--- src/rtl/multiplier_pkg.sv ---
// Shared types for the shift-add multiplier controller.
// State encoding is shared by the controller and any debug tooling.
package multiplier_pkg;

  typedef enum logic [2:0] {
    IDLE,
    LOAD,
    ADD,
    SHIFT,
    DONE
  } mult_state_t;

  localparam int MULT_N_DEFAULT = 4;

endpackage

--- src/rtl/multiplier_counter.sv ---
// Iteration counter for the multiplier controller.
// Preset to N-1 on LOAD, counts down once per non-final SHIFT.
module multiplier_counter #(
  parameter int N = 4
) (
  input  logic clock,
  input  logic n_reset,
  input  logic do_preset,
  input  logic do_decrement,
  output logic is_zero
);

  localparam int CW = $clog2(N);

  logic [CW-1:0] count_q;
  logic [CW-1:0] count_d;

  always_comb begin
    count_d = count_q;
    if (do_preset)
      count_d = CW'(N - 1);
    else if (do_decrement)
      count_d = count_q - CW'(1);
  end

  always_ff @(posedge clock or negedge n_reset) begin
    if (!n_reset)
      count_q <= '0;
    else
      count_q <= count_d;
  end

  assign is_zero = (count_q == '0);

  a_no_underflow: assert property (
    @(posedge clock) disable iff (!n_reset)
    !(do_decrement && is_zero));

  a_no_overlap: assert property (
    @(posedge clock) disable iff (!n_reset)
    !(do_preset && do_decrement));

endmodule

--- src/rtl/multiplier_controller.sv ---
// Sequencing FSM for the shift-add multiplier datapath.
// Drives load/add/shift strobes for N iterations, then holds done until ack.
module multiplier_controller
  import multiplier_pkg::*;
#(
  parameter int N = MULT_N_DEFAULT
) (
  input  logic clock,
  input  logic n_reset,
  input  logic start,
  input  logic abort,
  input  logic ack,
  input  logic multiplier_lsb,
  output logic ready,
  output logic done,
  output logic do_load,
  output logic do_add,
  output logic do_shift
);

  mult_state_t state_q;
  mult_state_t state_d;
  logic        is_zero;
  logic        do_preset;
  logic        do_decrement;

  assign do_preset    = (state_q == LOAD);
  assign do_decrement = (state_q == SHIFT) && !is_zero;

  multiplier_counter #(
    .N(N)
  ) u_counter (
    .clock       (clock),
    .n_reset     (n_reset),
    .do_preset   (do_preset),
    .do_decrement(do_decrement),
    .is_zero     (is_zero)
  );

  always_ff @(posedge clock or negedge n_reset) begin
    if (!n_reset)
      state_q <= IDLE;
    else
      state_q <= state_d;
  end

  always_comb begin
    state_d  = state_q;
    ready    = 1'b0;
    done     = 1'b0;
    do_load  = 1'b0;
    do_add   = 1'b0;
    do_shift = 1'b0;
    unique case (state_q)
      IDLE: begin
        ready = 1'b1;
        if (start)
          state_d = LOAD;
      end
      LOAD: begin
        do_load = 1'b1;
        state_d = abort ? IDLE : ADD;
      end
      ADD: begin
        // ADD is spent even when lsb=0 to keep latency fixed
        do_add  = multiplier_lsb;
        state_d = abort ? IDLE : SHIFT;
      end
      SHIFT: begin
        do_shift = 1'b1;
        if (abort)
          state_d = IDLE;
        else
          state_d = is_zero ? DONE : ADD;
      end
      DONE: begin
        done = 1'b1;
        if (abort)
          state_d = IDLE;
        else if (ack)
          state_d = start ? LOAD : IDLE;
      end
      default: state_d = IDLE;
    endcase
  end

  a_strobe_onehot: assert property (
    @(posedge clock) disable iff (!n_reset)
    $onehot0({do_load, do_add, do_shift}));

endmodule
--- config.mk ---
export PLATFORM = sky130hd
export DESIGN_NAME = multiplier_controller
export DESIGN_NICKNAME = d
export VERILOG_FILES = /design/src/rtl/multiplier_pkg.sv /design/src/rtl/multiplier_counter.sv /design/src/rtl/multiplier_controller.sv
export SDC_FILE = /design/constraint.sdc
export NUM_CORES = 1
export LEC_CHECK = 0
export CORE_AREA = 3 3 40 42
export CTS_CLUSTER_DIAMETER = 100
export DETAILED_ROUTE_END_ITERATION = 7
export DIE_AREA = 0 0 43 45
export PLACE_DENSITY = 0.59
export RECOVER_POWER = 25
export SLEW_MARGIN = 20
export SYNTH_ARGS = -nofsm -noshare
export SYNTH_HDL_FRONTEND = slang
export SYNTH_SLANG_ARGS = --single-unit
--- constraint.sdc ---
create_clock -name clock -period 1.3 [get_ports clock]
set_input_delay 0.26 -clock clock [delete_from_list [all_inputs] [get_ports clock]]
set_output_delay 0.26 -clock clock [all_outputs]
set_load 0.01 [all_outputs]
==> impl_metrics.json <==
{
  "synth_cell_type_count": 21,
  "relSlewSlack_pct": 83.4,
  "setup_viol_count_final": 5,
  "num-fill-cells": 134,
  "crit_slowest_cell": "dfrtp_2",
  "p_sw_mw": 0.254,
  "reg2reg_from": "state_q[0]",
  "netlist_instances": 34,
  "dr.pass1.iters": 2,
  "antenna_found_initial": 0,
  "clkSlewWorstSetupHoldPaths_ns": 0.04,
  "routed_via_density": 4.27,
  "h-tree-depth": 1,
  "yosysTopAreaCell": "dfrtp_1",
  "worst_pin_slew_ns": 0.245,
  "cp_num_cells": 3,
  "synth-edff-count": 0,
  "clockBufferDepth": 2,
  "gp_congestion": 0.697,
  "post-dp-hpwl_um": 497,
  "crit_chain": "buf_6 -> nor4bb_1 -> buf_2",
  "grt_pass1_wl_um": 1170,
  "ant_nets": 0,
  "routedWlPerCell_um": 9.28,
  "clkPwrFrac_pct": 21.8,
  "finalCriticalPeriod_ns": 1.48,
  "drv_slew": 0,
  "avgSynthCellArea_um2": 9.64,
  "rrSetupSlack_ns": 0.12,
  "die_y_um": 45,
  "diodes": 0,
  "cpLargestDelayFamily": "flip-flops",
  "synth_area_leaders": "dfrtp_1, nor4bb_1, buf_4",
  "critPathBufInv": 2,
  "hold_viol": 0,
  "clockRootBuffer": "clkbuf_4",
  "drt_wl_total_um": 687,
  "failed_checks": "setup timing",
  "multi_input_area_um2": 190,
  "num_vias": 316,
  "ys_ff_latch": 5,
  "die_w_um": 43,
  "synth_area_um2": 328,
  "r2r_cells": 6,
  "grt_use_met3_pct": 4.78,
  "worst_slack_ns": -0.182,
  "gr-usage-all-layers_pct": 8.21,
  "power_per_cell_area_nw_per_um2": 1440,
  "fin_crit_sh_pct": 114,
  "cts_tree": "yes",
  "synth_top_flop_cell": "dfrtp_1",
  "rows": 13,
  "seq_area_frac_synth_pct": 38.2,
  "worstSkewPairLatency_ns": 0.24,
  "reg2reg_to": "u_counter.count_q[1]",
  "core_area_um2": 1280,
  "rsz0062_at_grt": "true",
  "clock_skew_ns": 0.000524,
  "io_buffer_count": 10,
  "grt_use_met2_pct": 12.0,
  "cp-end-kind": "output pin",
  "startpoint": "state_q[0]",
  "place_inst": 64,
  "crit_required_ns": 1.04,
  "grt_overflow": 0,
  "areaGrowthSynthToFinish_pct": 71.0,
  "synth.most_common_cell": "dfrtp_1",
  "endpoint": "do_add",
  "numCtsBuffers": 3,
  "drive_above_1_share_pct": 50.8,
  "tns_ns": -0.569,
  "hold_class": "primary input to asynchronous set/reset pin",
  "yosysTopAreaCellShare_pct": 38.2,
  "fin_cells": 74,
  "clock-sinks": 5,
  "hold_slack_ns": 0.306,
  "peakVddDrop_mv": 0.662,
  "drtIter0Drc": 5,
  "pwr-share-comb_pct": 48.4,
  "worstSetupPathType": "flip-flop to output pin",
  "drc": 0,
  "internal_power_mw": 0.554,
  "gr-usage-met1_pct": 10.5,
  "maxCapViolations": 0,
  "seqCellArea_um2": 128,
  "synth_common_cells": "dfrtp_1, nor2_1",
  "fmaxAchievable_ghz": 0.675,
  "yosysWarnings": 0,
  "fin_nets": 67,
  "synth_fp_nets": 41,
  "async_reset_ff_share_pct": 100,
  "grt.busiest_layer": "met2",
  "pwr-share-seq_pct": 29.7,
  "finalPower_mw": 0.807,
  "status": "finished with violations",
  "critPathMaxStageDelay_ns": 0.43,
  "grt_max_degree": 8,
  "power.leakage_nw": 0.266,
  "path_max_fanout": 4,
  "initial_core_util_pct": 25.5,
  "fp.dieArea_um2": 1940,
  "critPathArrivalTime_ns": 1.22,
  "p_sw_share_pct": 31.4,
  "grt_pass1_vias": 268,
  "start_kind": "flip-flop",
  "boundaryPins": 11
}
## power by group through the flow
stage               Sequential, mW  Clock [mW]  Combinational, mW
floorplan                    0.227           0              0.177
global placement             0.242           0              0.311
detailed placement           0.242           0              0.314
CTS                          0.237       0.186              0.363
global route                 0.247       0.195              0.438
finish                       0.240       0.176              0.391
## worst min path at each step
stage | endpoint | from | depth (start not counted)
floorplan | state_q[0] | n_reset | 0
global placement | u_counter.count_q[0] | n_reset | 1
global route | state_q[2] | n_reset | 1
finish | u_counter.count_q[0] | n_reset | 1
CTS | u_counter.count_q[1] | n_reset | 1
detailed placement | u_counter.count_q[0] | n_reset | 1
## registers in the layout (all words and copies together), names as in the netlist
register and flops:
u_counter.count_q 2, state_q 3
## final cells by class
| type | count | area share, % |
|---|---|---|
| repair buffers | 23 | 33.9 |
| inverters | 2 | 1.34 |
| multi-input cells | 25 | 33.9 |
| flip-flops and latches | 5 | 22.8 |
| well taps | 15 | 3.35 |
| clock buffers | 4 | 4.69 |
## routing by layer
metal / up-vias / wire length [um]
li1: 168 / -
met1: 140 / 310
met2: 8 / 314
met3: 0 / 62
met4: 0 / 0
met5: - / 0
## kinds of logic after synthesis
kind of cell / share of synthesized area, %
AO/OA/AOI/OAI: 7.25
flip-flops: 38.2
adder cells (fa/ha/maj): 3.82
AND/OR/NAND/NOR: 43.9
buffers and inverters: 6.87
## worst reg2reg max path: stages (launching register included)
cell and delay (ns):
dfrtp_2 0.40, buf_4 0.12, buf_6 0.09, nand2b_4 0.05, buf_4 0.13, nor3b_2 0.19, a21oi_1 0.09
## stage by stage
step	instance area (um^2)	util (%)	worst slack, ns
2_1_floorplan	328	-	0.113
3_3_place_gp	484	37.7	-0.490
6_report	561	43.6	-0.182
4_1_cts	528	41.1	-0.172
3_5_place_dp	484	37.7	-0.507
5_1_grt	561	43.6	-0.253
## cell usage in the layout (no fill, tap or decap)
| master | n |
|---|---|
| a21oi_1 | 2 |
| a21oi_2 | 1 |
| and2_1 | 1 |
| and2_4 | 1 |
| and2b_4 | 1 |
| and3_1 | 1 |
| buf_2 | 4 |
| buf_4 | 10 |
| buf_6 | 4 |
| clkbuf_1 | 1 |
| clkbuf_4 | 3 |
| clkdlybuf4s50_1 | 4 |
| dfrtp_1 | 3 |
| dfrtp_2 | 2 |
| dlygate4sd3_1 | 1 |
| ha_1 | 1 |
| inv_1 | 2 |
| nand2_1 | 1 |
| nand2b_4 | 1 |
| nand3_1 | 1 |
| nand3_2 | 1 |
| nand3b_1 | 1 |
| nor2_1 | 2 |
| nor2_4 | 1 |
| nor3_1 | 2 |
| nor3b_1 | 2 |
| nor3b_2 | 1 |
| nor4_1 | 1 |
| nor4bb_1 | 2 |
| o21ai_1 | 1 |
## what timing repair did
action | CTS | global route
gates resized for setup | 26 | 4
buffers inserted | 4 | 2
cloned | 0 | 0
endpoints found under the setup margin | 5 | 5
pin swaps | 2 | 0
hold buffers | 0 | 0
Power figures use the tool's default switching activity.
